[config.mk]
export PLATFORM = sky130hd
export DESIGN_NAME = uart_packet_deframer_flat
export DESIGN_NICKNAME = d
export VERILOG_FILES = /design/src/rtl/uart_packet_deframer_if.sv /design/src/rtl/uart_packet_deframer.sv /design/src/flat_wrapper.sv
export SDC_FILE = /design/constraint.sdc
export NUM_CORES = 1
export LEC_CHECK = 0
export ABC_AREA = 1
export BUFFER_PORTS_ARGS = -buffer_cell sky130_fd_sc_hd__buf_2
export CAP_MARGIN = 20
export CORE_AREA = 2 2 84 86
export DETAILED_ROUTE_END_ITERATION = 16
export DIE_AREA = 0 0 86 88
export GPL_TIMING_DRIVEN = 0
export PLACE_DENSITY = 0.82
export SLEW_MARGIN = 0
export SYNTH_ARGS = -nofsm -noshare
export SYNTH_HDL_FRONTEND = slang
export SYNTH_SLANG_ARGS = --single-unit
[constraint.sdc]
create_clock -name ipClk -period 2.55 [get_ports ipClk]
set_input_delay 0.51 -clock ipClk [delete_from_list [all_inputs] [get_ports ipClk]]
set_output_delay 0.51 -clock ipClk [all_outputs]
set_load 0.01 [all_outputs]
[src/rtl/uart_packet_deframer_if.sv]
// Byte-in / packet-out bundle between the UART receiver and the deframer.
// The slave modport is the deframer's view; master drives the receive side.
interface uart_packet_deframer_if;
    logic [7:0] ipRxData;
    logic       ipRxValid;
    logic [7:0] opData;
    logic       opValid;
    logic       opSoP;
    logic       opEoP;
    logic [7:0] opDestination;
    logic [7:0] opSource;
    logic [7:0] opLength;
    logic [7:0] opTimeoutCount;

    modport slave (
        input  ipRxData, ipRxValid,
        output opData, opValid, opSoP, opEoP,
        output opDestination, opSource, opLength, opTimeoutCount
    );

    modport master (
        output ipRxData, ipRxValid,
        input  opData, opValid, opSoP, opEoP,
        input  opDestination, opSource, opLength, opTimeoutCount
    );
endinterface

[src/rtl/uart_packet_deframer.sv]
// Hunts for the sync byte, captures dest/src/len header, forwards payload
// with SoP/EoP markers; aborts and counts packets stalled between bytes.
module uart_packet_deframer #(
    parameter logic [7:0]  SYNC_BYTE      = 8'h55,
    parameter int unsigned TIMEOUT_CYCLES = 50000
) (
    input  logic                  ipClk,
    input  logic                  ipReset,
    uart_packet_deframer_if.slave bus
);
    localparam int TW = (TIMEOUT_CYCLES > 2) ? $clog2(TIMEOUT_CYCLES) : 1;
    localparam logic [TW-1:0] TMO_LAST = TW'(TIMEOUT_CYCLES - 1);

    typedef enum logic [2:0] {
        IDLE, DEST, SRC, LEN, DATA
    } state_t;

    state_t        state_q, state_d;
    logic [7:0]    dst_sh_q, dst_sh_d;
    logic [7:0]    src_sh_q, src_sh_d;
    logic [7:0]    len_sh_q, len_sh_d;
    logic [7:0]    rem_q, rem_d;
    logic [TW-1:0] tmo_q, tmo_d;
    logic [7:0]    data_q, data_d;
    logic          valid_q, valid_d;
    logic          sop_q, sop_d;
    logic          eop_q, eop_d;
    logic [7:0]    dst_q, dst_d;
    logic [7:0]    src_q, src_d;
    logic [7:0]    len_q, len_d;
    logic [7:0]    tcnt_q, tcnt_d;

    always_ff @(posedge ipClk) begin
        if (!ipReset) begin
            state_q  <= IDLE;
            dst_sh_q <= '0;
            src_sh_q <= '0;
            len_sh_q <= '0;
            rem_q    <= '0;
            tmo_q    <= '0;
            data_q   <= '0;
            valid_q  <= 1'b0;
            sop_q    <= 1'b0;
            eop_q    <= 1'b0;
            dst_q    <= '0;
            src_q    <= '0;
            len_q    <= '0;
            tcnt_q   <= '0;
        end else begin
            state_q  <= state_d;
            dst_sh_q <= dst_sh_d;
            src_sh_q <= src_sh_d;
            len_sh_q <= len_sh_d;
            rem_q    <= rem_d;
            tmo_q    <= tmo_d;
            data_q   <= data_d;
            valid_q  <= valid_d;
            sop_q    <= sop_d;
            eop_q    <= eop_d;
            dst_q    <= dst_d;
            src_q    <= src_d;
            len_q    <= len_d;
            tcnt_q   <= tcnt_d;
        end
    end

    always_comb begin
        state_d  = state_q;
        dst_sh_d = dst_sh_q;
        src_sh_d = src_sh_q;
        len_sh_d = len_sh_q;
        rem_d    = rem_q;
        tmo_d    = tmo_q;
        data_d   = data_q;
        valid_d  = 1'b0;
        sop_d    = 1'b0;
        eop_d    = 1'b0;
        dst_d    = dst_q;
        src_d    = src_q;
        len_d    = len_q;
        tcnt_d   = tcnt_q;

        // A byte always beats a timeout landing on the same cycle
        if (bus.ipRxValid) begin
            tmo_d = '0;
            unique case (state_q)
                IDLE: begin
                    if (bus.ipRxData == SYNC_BYTE) begin
                        state_d = DEST;
                    end
                end
                DEST: begin
                    dst_sh_d = bus.ipRxData;
                    state_d  = SRC;
                end
                SRC: begin
                    src_sh_d = bus.ipRxData;
                    state_d  = LEN;
                end
                LEN: begin
                    len_sh_d = bus.ipRxData;
                    rem_d    = bus.ipRxData;
                    state_d  = (bus.ipRxData == 8'd0) ? IDLE : DATA;
                end
                DATA: begin
                    data_d  = bus.ipRxData;
                    valid_d = 1'b1;
                    rem_d   = rem_q - 8'd1;
                    // Header fields only become visible with the first byte
                    if (rem_q == len_sh_q) begin
                        sop_d = 1'b1;
                        dst_d = dst_sh_q;
                        src_d = src_sh_q;
                        len_d = len_sh_q;
                    end
                    if (rem_q == 8'd1) begin
                        eop_d   = 1'b1;
                        state_d = IDLE;
                    end
                end
                default: state_d = IDLE;
            endcase
        end else if (state_q == IDLE) begin
            tmo_d = '0;
        end else if (tmo_q == TMO_LAST) begin
            tmo_d   = '0;
            state_d = IDLE;
            if (tcnt_q != 8'hFF) begin
                tcnt_d = tcnt_q + 8'd1;
            end
        end else begin
            tmo_d = tmo_q + TW'(1);
        end
    end

    assign bus.opData         = data_q;
    assign bus.opValid        = valid_q;
    assign bus.opSoP          = sop_q;
    assign bus.opEoP          = eop_q;
    assign bus.opDestination  = dst_q;
    assign bus.opSource       = src_q;
    assign bus.opLength       = len_q;
    assign bus.opTimeoutCount = tcnt_q;
endmodule
[src/flat_wrapper.sv]
// flat-port wrapper written by rule: the top's interface ports become plain ports
module uart_packet_deframer_flat 
#(
    parameter logic [7:0]  SYNC_BYTE      = 8'h55,
    parameter int unsigned TIMEOUT_CYCLES = 50000
)
  (ipClk, ipReset, bus_ipRxData, bus_ipRxValid, bus_opData, bus_opValid, bus_opSoP, bus_opEoP, bus_opDestination, bus_opSource, bus_opLength, bus_opTimeoutCount);
  uart_packet_deframer_if bus_i ();
  input  logic ipClk;
  input  logic ipReset;
  input wire logic [$bits(bus_i.ipRxData)-1:0] bus_ipRxData;
  input wire logic [$bits(bus_i.ipRxValid)-1:0] bus_ipRxValid;
  output wire logic [$bits(bus_i.opData)-1:0] bus_opData;
  output wire logic [$bits(bus_i.opValid)-1:0] bus_opValid;
  output wire logic [$bits(bus_i.opSoP)-1:0] bus_opSoP;
  output wire logic [$bits(bus_i.opEoP)-1:0] bus_opEoP;
  output wire logic [$bits(bus_i.opDestination)-1:0] bus_opDestination;
  output wire logic [$bits(bus_i.opSource)-1:0] bus_opSource;
  output wire logic [$bits(bus_i.opLength)-1:0] bus_opLength;
  output wire logic [$bits(bus_i.opTimeoutCount)-1:0] bus_opTimeoutCount;
  assign bus_i.ipRxData = bus_ipRxData;
  assign bus_i.ipRxValid = bus_ipRxValid;
  assign bus_opData = bus_i.opData;
  assign bus_opValid = bus_i.opValid;
  assign bus_opSoP = bus_i.opSoP;
  assign bus_opEoP = bus_i.opEoP;
  assign bus_opDestination = bus_i.opDestination;
  assign bus_opSource = bus_i.opSource;
  assign bus_opLength = bus_i.opLength;
  assign bus_opTimeoutCount = bus_i.opTimeoutCount;
  uart_packet_deframer #(.SYNC_BYTE(SYNC_BYTE), .TIMEOUT_CYCLES(TIMEOUT_CYCLES)) u_core (.ipClk(ipClk), .ipReset(ipReset), .bus(bus_i));
endmodule
* After elaboration in Yosys (flattened, before gate mapping)
Cells that the tools add are included.
Word-level totals: bits in registers 94, output and inout port bits 43
Operators by class: add/subtract/negate cells 3, equal/unequal tests 12, mux-type cells 11, bitwise operators 3, reductions and logical operators 15
Operators with widths (number):
- two-way mux 3 bit | 6
- adder 16 x 1 -> 16 bit (second input constant) | 1
- equality test 16 bit (second input constant) | 1
- case mux 8 bit (2 select lines) | 1
- case mux 3 bit (5 select lines) | 1
- AND reduction 2 bit | 6
- adder 8 x 1 -> 8 bit (second input constant) | 1
- equality test 8 x 1 -> 1 bit (second input constant) | 1
- equality test 8 x 7 -> 1 bit (second input constant) | 1
- equality test 8 bit | 1
- zero test 8 bit | 1
- != test 8 bit (second input constant) | 1
- AND reduction 4 bit | 2
- subtractor 8 x 1 -> 8 bit (second input constant) | 1
- equality test 3 x 2 -> 1 bit (second input constant) | 2
- AND reduction 3 bit | 2
- nonzero test 2 bit | 2
- OR reduction 4 bit | 1
- equality test 3 x 1 -> 1 bit (second input constant) | 1
- equality test 3 bit (second input constant) | 1
- zero test 3 bit | 1
- two-way mux 1 bit | 3
- != test 3 x 2 -> 1 bit (second input constant) | 1
- NOT 1 bit | 3
- other kinds (2) | 2

* Longest topological paths before layout
Gate-level depths: netlist of the first run.
word-level depth 4, depth in mapped cells 11, mapped depth without buffers 11

* Least setup slack after synthesis of the first run
Ideal clock, no wire load.
path type register to register, start register u_core.tmo_q[0], end register u_core.tcnt_q[0], in the netlist u_core.bus.opTimeoutCount[0], arrival time 1288 ps, required time 2437 ps, setup slack 1149 ps, stages on the path, launching flop included 11, buffers on the path 0, period minus slack after synthesis 1401 ps, path through dfxtp_1 -> ha_1 -> nand3_1 -> nor2_1 -> nand2_1 -> inv_1 -> nand3_2 -> inv_2 -> nand2_1 -> nand2_1 -> nor2_1
On the way: cells in the longest elaborated chain, start to end 2
RTL lines:
- from (decl) | RTL line uart_packet_deframer.sv:23 | logic [TW-1:0] tmo_q, tmo_d;
- from (signal assigned) | RTL line uart_packet_deframer.sv:55 | tmo_q <= tmo_d;
- equality test 16 bit | RTL line uart_packet_deframer.sv:125 | end else if (tmo_q == TMO_LAST) begin
- AND reduction 4 bit (no line)
- to (signal assigned) | RTL line uart_packet_deframer.sv:63 | tcnt_q <= tcnt_d;
- to (decl) | RTL line uart_packet_deframer.sv:31 | logic [7:0] tcnt_q, tcnt_d;
No other way between the ends. A chain may end at the register's enable or synchronous reset.

* Worst setup path after layout of the first run
start register u_core.tmo_q[0], end register u_core.tmo_q[5]
On the way: cells in the longest elaborated chain, start to end 2
RTL lines:
- branches (longest 2 deep; another with adder 16 x 1 -> 16 bit)
Parallel ways; which one is timed is not known.

==> results of run 1 <==
-- synth_stat cells --
master | count | area share (%)
a211oi_1 | 1 | 0.19
a21oi_1 | 45 | 5.7
a31oi_1 | 2 | 0.32
and2_1 | 1 | 0.16
buf_1 | 1 | 0.095
buf_2 | 3 | 0.38
buf_4 | 3 | 0.57
buf_6 | 2 | 0.57
clkbuf_1 | 7 | 0.66
clkbuf_2 | 2 | 0.25
clkinv_2 | 2 | 0.25
dfxtp_1 | 94 | 47
ha_1 | 4 | 1.3
inv_1 | 39 | 3.7
inv_2 | 3 | 0.28
nand2_1 | 86 | 8.1
nand2_2 | 1 | 0.16
nand3_1 | 13 | 1.6
nand3_2 | 2 | 0.50
nand3_4 | 1 | 0.44
nand4_1 | 8 | 1.3
nor2_1 | 113 | 11
nor2_2 | 3 | 0.47
nor3_1 | 7 | 0.88
nor3_2 | 1 | 0.25
nor3b_1 | 2 | 0.38
nor4_1 | 1 | 0.16
o21ai_0 | 62 | 7.8
o21ai_1 | 3 | 0.38
o31ai_1 | 1 | 0.19
or2_2 | 1 | 0.16
xnor2_1 | 11 | 2.4
xor2_1 | 10 | 2.2
-- power breakdown --
group          switching, µW  total, µW  internal, µW
combinational           82.4        114          32.0
sequential              7.88       1490          1480
clock                    579        959           379
total                    670       2560          1890
-- path summary, 6_finish.rpt --
path | cells past startpoint | end | start | slack [ps]
worst max-delay path | 7 | u_core.tmo_q[5]$_SDFF_PP0_ | u_core.tmo_q[0]$_SDFF_PP0_ | 820
worst min-delay path | 3 | u_core.rem_q[2]$_SDFFE_PN0P_ | bus_ipRxData[2] | 410
worst max register to register | 7 | u_core.tmo_q[5]$_SDFF_PP0_ | u_core.tmo_q[0]$_SDFF_PP0_ | 820
worst min register to register | 1 | u_core.tmo_q[0]$_SDFF_PP0_ | u_core.tmo_q[0]$_SDFF_PP0_ | 460
-- final cells by class --
type / instances / share of cell area (%)
multi-input cells: 379 / 40.1
clock buffers: 9 / 2.74
well taps: 80 / 2.21
repair buffers: 53 / 5.87
flip-flops and latches: 94 / 41.6
inverters: 44 / 3.71
plain buffers: 18 / 2.21
clock inverters: 7 / 1.49
-- logic make-up after synthesis --
group           count (synthesis)  share of synthesized area [%]
compound gates                114                           14.6
xor+xnor                       21                           4.64
fa+ha+maj                       4                           1.26
buf+inv                        62                           6.75
flops                          94                           47.5
simple gates                  240                           25.3
-- metrics by stage --
step,total power [µW],cells
2_1_floorplan,1590,535
3_3_place_gp,1630,668
3_5_place_dp,1630,668
4_1_cts,2560,684
5_1_grt,2650,684
6_report,2560,684
-- per-layer routing --
| layer | vias to the layer above | global-route usage, % | routed length [µm] |
|---|---|---|---|
| li1 | 1863 | - | - |
| met1 | 1728 | 35.0 | 4130 |
| met2 | 174 | 41.2 | 4370 |
| met3 | 27 | 5.47 | 759 |
| met4 | 0 | 10.7 | 213 |
| met5 | - | 0 | 0 |
-- worst min-delay path, delay by kind of cell --
kind	cells	cell delay, ps
AO/OA/AOI/OAI	1	70
buffers and inverters	1	110
AND/OR/NAND/NOR	1	60
==> results.md, run 1 <==
- Initial Utilization: between 50% and 60%
- H-Tree Depth: 3
- # port buffers: 53
- Crit-path max FO: 10
- Gr usage total: a little over a quarter
- Post-route design area: approximately 4500 µm²
- Via density: between 5 and 6
- Setup ws final: slightly above 800 ps
- Drc violations: 0
- Setup total negative slack: 0 ps
- Clk Latency, worst-skew pair: between 300 and 400 ps
- Peak VDD IR: roughly 0.34 mV
- Nets@finish: 614
- Critical path startpoint category: flip-flop
- ANT cells: 0
- Worst path required time: 2820 ps
- Maximum number of pins on one net before global-route repair: 19
- Max Clock Freq: ~0.58 GHz
- Die X: 86 µm
- Area of the core: about 6600 µm²
- Largest Register: u_core.tmo_q
- Most frequent cells in the layout: nor2_1, dfxtp_1, nand2_1
- Post-Syn Area: slightly below 4000 µm²
- Most used cell, CP: nor2_1
- Hold-fix buffers at CTS: 0
- Iteration-0 DRC Markers: between 300 and 400
- Multi-input gate area: about 1800 µm²
- Hold Path Class: in2reg
- Vias: 3,792
- Synth warn: 0
- Initial antenna violation count: 0
- Commonest non-fill, non-tap cell in the layout: nor2_1
- Crit path time final: approximately 1700 ps
- Syn Area/Cell: approximately 7.4 µm²
- Avg WL per Cell: 13.9 µm
- Inserted Clock Buffers: 9
- Final slew viol count: 0
- Antenna viol nets, final: 0
- Number of max-cap violations: 0
- PwrDens: 566 nW/µm²
- Synth cell types: 33
- Final Hold Viols: 0
- Status: complete, no violations
- Share of post-route cells with drive strength above 1: around 15%
- CTS tree: done
- RePlAce Congestion: 1.01
- CP Capture Type: flip-flop
- FF/Latch Area: between 1500 and 2000 µm²
- Final core occ: 68.1%
- Die Height: approximately 88 µm
- Actual slew at the worst max-slew pin: a little over 500 ps
- Largest register FFs: 16
- Final HPWL DP: about 6700 µm
- CP delay by family, top: simple AND/OR/NAND/NOR gates
- WHS: 411 ps
- Router iterations before antenna repair: 5
- Clock transition at the registers of the reported paths: around 100 ps
- Slew headroom: 65.5%
- Total gr overflow: 0
- Placed cell area: 4330 µm²
- Post_cts resized: 0
- RSZ-0062 raised after global routing: false
- Fillers: ~550
- # Post-CTS Setup Buffers: 0
- Area added between synthesis and finish: 14.0%
- Syn Inst Count: about 540
- Final WL: roughly 9500 µm
- Finish-stage setup viols: 0
- Worst Path Class, Setup: reg2reg
- Die area: around 7600 µm²
- Ports: 54
- Period utilization: between 60% and 70%
- Crit path DAT: just under 2000 ps
- Leak Pwr: about 0.0019 µW
- Synth Register Bits: between 90 and 100
- Synthesized net count: 550
- Final Skew: approximately 14 ps
- CTS sink count: 94
- Worst Path Buf+Inv: 1
- Seq/Total Area, Yosys: between 40% and 50%
- Clock tree buffer depth: 2
- Vias in the first global route: 3,293
- Pre-CTS setup slack: 738 ps
- CP cell instances: ha_1 > nand3_1 > nor2_1 > nand2_1 > nand4_1 > buf_2 > nor2_1
- First-pass GRT wire length: ~15,000 µm
- Slowest cell on crit path: dfxtp_1
- Root buf cell: clkbuf_8
- Rows: 30
- Slowest stage delay, CP: ~380 ps
Power figures use the tool's default switching activity.
==> run 2, diff against run 1 <==
CORE_AREA = 2 2 92 94   (was 2 2 84 86)
DIE_AREA = 0 0 94 96   (was 0 0 86 88)
PLACE_DENSITY = 0.73   (was 0.82)
clock period = 1.5 ns   (was 2.55 ns; I/O delays follow)
==> run 2 against run 1 <==
  * Sequential share of layout area shrank 2.6 points
  * First-iteration DRC count decreased by 29%
  * Global-route usage down 4.4 points
  * Via count shrank 1.6%
  * Routed wire length rose by 2.7%
  * Utilization decreased by 7.0 points
  * Combinational power rose by 82%
  * Critical path depth unchanged
  * Cell count up 5.7%
  * Non-clock buffer count grew 12
  * Worst setup slack worse by 750 ps
  * Fmax up 21%
==> results.md, run 2 (synthesis results as in run 1) <==
- Crit-path max FO: 10
- Largest Register: u_core.tmo_q
- Hold-fix buffers at CTS: 0
- Maximum number of pins on one net before global-route repair: 18
- CP cell instances: xnor2_1 > nand2_1 > nor2_2 > nand3_4 > buf_4 > o21ai_0 > nor2_1
- Initial Utilization: about 49%
- Slowest cell on crit path: dfxtp_1
- PwrDens: 877 nW/µm²
- Share of post-route cells with drive strength above 1: between 20 and 30%
- Worst Path Class, Setup: reg2reg
- Post-route design area: a little under 5000 µm²
- Hold Path Class: in2reg
- Net Sw Frac: between 20 and 30%
- Part of the power in the clock network: between 30% and 40%
- Largest register FFs: 16
- Nets@finish: 628
- Clk Latency, worst-skew pair: 370 ps
- Final HPWL DP: approximately 6700 µm
- Status: complete, no violations
- RePlAce Congestion: roughly 0.94
- Die X: approximately 94 µm
- Vias: 3,732
- Avg WL per Cell: about 13 µm
- Root buf cell: clkbuf_8
- Initial antenna violation count: 0
- Final Skew: around 17 ps
- Number of max-cap violations: 0
- First-pass GRT wire length: 15,200 µm
- Crit path DAT: between 1500 and 2000 ps
- Peak VDD IR: a little under 0.5 mV
- FF/Latch Area: ~1900 µm²
- Total gr overflow: 0
- RSZ-0062 raised after global routing: true
- Slowest stage delay, CP: slightly above 400 ps
- Comb power frac: around 4.8%
- Rows: 33
- Crit path time final: 1430 ps
- Most frequent cells in the layout: nor2_1, nand2_1, dfxtp_1
- Antenna viol nets, final: 0
- CP delay by family, top: flip-flops
- CP Capture Type: flip-flop
- Worst Path Buf+Inv: 1
- Final Hold Viols: 0
- Switching pwr: between 1000 and 1500 µW
- Via density: around 5.2
- ANT cells: 0
- Router iterations before antenna repair: 6
- Final slew viol count: 0
- Gr usage total: between 20 and 25%
- Max Clock Freq: ~0.7 GHz
- Fillers: approximately 700
- Critical path startpoint category: flip-flop
- Period utilization: between 90% and 100%
- Internal Power: approximately 3200 µW
- Final WL: ~9700 µm
- Slew headroom: between 60% and 70%
- Vias in the first global route: 3,245
- Leak Pwr: around 0.0020 µW
- H-Tree Depth: 3
- Finish-stage setup viols: 0
- Drc violations: 0
- Ports: 54
- Setup total negative slack: 0 ps
- Area of the core: ~8100 µm²
- Inserted Clock Buffers: 9
- Die Height: ~96 µm
- Area added between synthesis and finish: 24.0%
- CTS tree: done
- Seq pwr share: between 50% and 60%
- Multi-input gate area: 2040 µm²
- Iteration-0 DRC Markers: about 220
- Placed cell area: between 4000 and 5000 µm²
- Commonest non-fill, non-tap cell in the layout: nor2_1
- Die area: ~9000 µm²
- # port buffers: 53
- Clock tree buffer depth: 2
- Clock transition at the registers of the reported paths: ~100 ps
- Actual slew at the worst max-slew pin: approximately 560 ps
- CTS sink count: 94
- Worst path required time: around 1800 ps
==> run 2: cell types whose count changed in the layout (fill, tap and decap cells not counted), moves of 5 or more <==
cell,previous run,this run
buf_4,3,17
dfxtp_2,0,22
xnor2_2,0,7
o21ai_0,62,49
nor2_2,3,8
xnor2_1,11,4
o21ai_1,3,15
dfxtp_1,94,69
nor2_4,0,5
nand3_1,13,8
nor2_1,113,103
==> run 2: path summary, 6_finish.rpt <==
check                               startpoint                             endpoint  slack (ps)  depth (start not counted)
setup / recovery  u_core.rem_q[5]$_SDFFE_PN0P_  u_core.bus.opSource[2]$_SDFFE_PN0P_          70                          7
hold / removal                 bus_ipRxData[2]         u_core.rem_q[2]$_SDFFE_PN0P_         220                          3
setup reg to reg  u_core.rem_q[5]$_SDFFE_PN0P_  u_core.bus.opSource[2]$_SDFFE_PN0P_          70                          7
hold reg to reg     u_core.tmo_q[0]$_SDFF_PP0_           u_core.tmo_q[0]$_SDFF_PP0_         460                          1
==> run 2: per-layer routing <==
| layer | GRT usage, % | part of all wire, % | up-vias |
|---|---|---|---|
| met3 | 3.37 | 5.9 | 11 |
| li1 | - | - | 1900 |
| met1 | 29.3 | 45 | 1719 |
| met5 | 0 | 0 | - |
| met2 | 35.1 | 47 | 102 |
| met4 | 8.45 | 1.3 | 0 |
==> run 2: power by group through the flow <==
stage	Sequential, µW	Combinational [µW]	Clock (µW)
6_report	2530	207	1580
5_1_grt	2530	233	1690
4_1_cts	2530	196	1600
3_5_place_dp	2580	188	0
3_3_place_gp	2580	185	0
2_1_floorplan	2580	116	0
==> run 2: timing repair <==
action	in CTS	in global routing
pin swaps	1	6
setup endpoints to repair	46	66
resized for setup	24	70
gates cloned	2	0
setup buffers	2	10
==> run 2: through the flow <==
step           hold slack (ps)  power [µW]  instances  util [%]  worst slack (ps)
2_1_floorplan              418        2700        535         -              99.0
3_3_place_gp               431        2770        693      54.2              -148
3_5_place_dp               450        2770        693      54.2              -179
4_1_cts                    213        4330        713      57.7              1.72
5_1_grt                    235        4460        723      61.1             -69.9
6_report                   220        4310        723      61.1              70.2
==> run 2: layout make-up <==
class / instances / area share [%]
buffer: 18 / 2.14
sequential: 94 / 39.0
multi-input combinational: 380 / 41.6
inverter: 44 / 3.54
clock inverter: 6 / 1.07
clock buffer: 10 / 2.59
tap: 105 / 2.67
timing repair buffer: 65 / 7.22
timing repair inverter: 1 / 0.153
==> run 2: worst min-delay path, cell delays in order <==
cell	delay, ps
buf_2	120
nand2_1	60
a31oi_1	70
==> run 3, diff against run 2 <==
CORE_AREA = 2 2 103 105   (was 2 2 92 94)
CTS_BUF_LIST = sky130_fd_sc_hd__clkbuf_16   (was default)
DIE_AREA = 0 0 105 107   (was 0 0 94 96)
PLACE_DENSITY = default   (was 0.73)
==> run 3 against run 2 <==
  * Utilization down 12 points
  * Total power rose by 10%
  * Critical path depth fell by 1
  * Non-clock buffer count fell by 2
  * Cell count increased by 3.9%
  * Routed wire length rose by 4.1%
==> results.md, run 3 (synthesis results as in run 1) <==
- Area of the core: slightly above 10,000 µm²
- Share of post-route cells with drive strength above 1: approximately a quarter
- Hold Path Class: in2reg
- CTS sink count: 94
- Slowest stage delay, CP: around 360 ps
- Worst Path Class, Setup: reg2reg
- WHS: 244 ps
- Ports: between 50 and 60
- Antenna viol nets, final: 0
- Final Hold Viols: 0
- Largest register FFs: 16
- Iteration-0 DRC Markers: 205
- Via density: slightly below 5
- Largest Register: u_core.tmo_q
- Setup total negative slack: 0 ps
- RePlAce Congestion: between 0.9 and 1
- Clk Latency, worst-skew pair: approximately 340 ps
- Clock tree buffer depth: 2
- Worst path required time: approximately 1700 ps
- Rows: 37
- DP Cell Count: a little over 700
- Maximum number of pins on one net before global-route repair: 15
- Most frequent cells in the layout: nor2_1, nand2_1, dfxtp_1
- Crit-path max FO: 10
- Commonest non-fill, non-tap cell in the layout: nor2_1
- Non-Filler Instances: about 750
- Drc violations: 0
- Die X: roughly 110 µm
- Final core occ: roughly half
- Area added between synthesis and finish: 26.1%
- Period utilization: between 90% and 100%
- Inserted Clock Buffers: 9
- Die area: approximately 11,000 µm²
- Final Skew: between 6 and 7 ps
- Gr usage total: 18.2%
- Finish-stage setup viols: 0
- PwrDens: approximately 950 nW/µm²
- Router iterations before antenna repair: 4
- Die Height: around 110 µm
- H-Tree Depth: 3
- Final HPWL DP: around 7100 µm
- CTS tree: done
- CP cell instances: nor2_4 > nand3_4 > clkinv_4 > buf_2 > nand4_1 > nor3_1
- Status: complete, no violations
- Vias: 3,681
- Nets@finish: roughly 630
- Initial antenna violation count: 0
- Slowest cell on crit path: dfxtp_2
- Vias in the first global route: roughly 3,400
- Total gr overflow: 0
- Crit path DAT: around 1700 ps
- # port buffers: 53
- Slew headroom: between 50 and 60%
- Critical path startpoint category: flip-flop
- Avg WL per Cell: ~13 µm
- Final slew viol count: 0
- Actual slew at the worst max-slew pin: between 600 and 700 ps
- RSZ-0062 raised after global routing: true
- Leak Pwr: ~0.0020 µW
- Max Clock Freq: ~0.7 GHz
- ANT cells: 0
- First-pass GRT wire length: 16,100 µm
- Peak VDD IR: roughly 0.46 mV
- Initial Utilization: between 30% and 40%
- Crit path time final: between 1000 and 1500 ps
- CP Capture Type: flip-flop
- Root buf cell: clkbuf_16
- Number of max-cap violations: 0
- Clock transition at the registers of the reported paths: ~60 ps
- Final WL: ~10,000 µm
run 3: changes by cell type in the layout (fill, tap and decap cells not counted), sizes merged:
cell | before | now
clkbuf | 17 | 16
buf | 76 | 74
clkinvlp | 3 | 2
inv | 45 | 44
clkinv | 3 | 5
run 3: cell type report:
type / instances / area [µm²]
clock buffers: 9 / 225
multi-input cells: 380 / 2020
inverters: 44 / 178
well taps: 136 / 170
repair inverters: 1 / 5.00
fillers: 1062 / 5090
flip-flops and latches: 94 / 1920
repair buffers: 63 / 348
clock inverters: 6 / 31.3
plain buffers: 18 / 111
run 3: critical path: cells and delay by family, from the launching register on:
kind          cells  cell delay [ps]
buf+inv           2              330
flops             1              360
simple gates      4              630
run 3: worst paths after layout:
path	to	from	slack (ps)	cells past startpoint
max	u_core.bus.opSoP$_SDFF_PN0_	u_core.state_q[1]$_SDFFE_PN0P_	70	6
max reg2reg	u_core.bus.opSoP$_SDFF_PN0_	u_core.state_q[1]$_SDFFE_PN0P_	70	6
min	u_core.rem_q[2]$_SDFFE_PN0P_	bus_ipRxData[2]	240	3
min reg2reg	u_core.tmo_q[0]$_SDFF_PP0_	u_core.tmo_q[0]$_SDFF_PP0_	460	1
run 3: timing repair:
action,CTS,global route
gates cloned,0,2
setup buffers,6,4
hold buffers,0,0
endpoints found under the hold margin,0,0
pin swaps,3,16
endpoints found under the setup margin,51,61
gates resized for setup,18,83
run 3: through the flow:
| step | total power [µW] | area, µm² | setup WS (ps) |
|---|---|---|---|
| floorplan | 2700 | 3970 | 99.0 |
| global placement | 2770 | 4400 | -211 |
| detailed placement | 2780 | 4400 | -247 |
| CTS | 4790 | 4760 | 2.71 |
| global route | 4940 | 5000 | -34.3 |
| finish | 4750 | 5000 | 72.4 |
run 3: power by group:
group / switching (µW) / leakage, µW / internal (µW)
logic: 147 / 0.00111 / 67.0
registers: 16.7 / 0.000769 / 2510
clock network: 917 / 0.000124 / 1090
run 3: per-layer routing:
| layer | global-route usage, % | up-vias | part of all wire [%] |
|---|---|---|---|
| met4 | 9.24 | 0 | 1.7 |
| met3 | 3.40 | 15 | 4.8 |
| met2 | 29.2 | 68 | 47 |
| li1 | - | 1888 | - |
| met5 | 0 | - | 0 |
| met1 | 23.5 | 1710 | 46 |
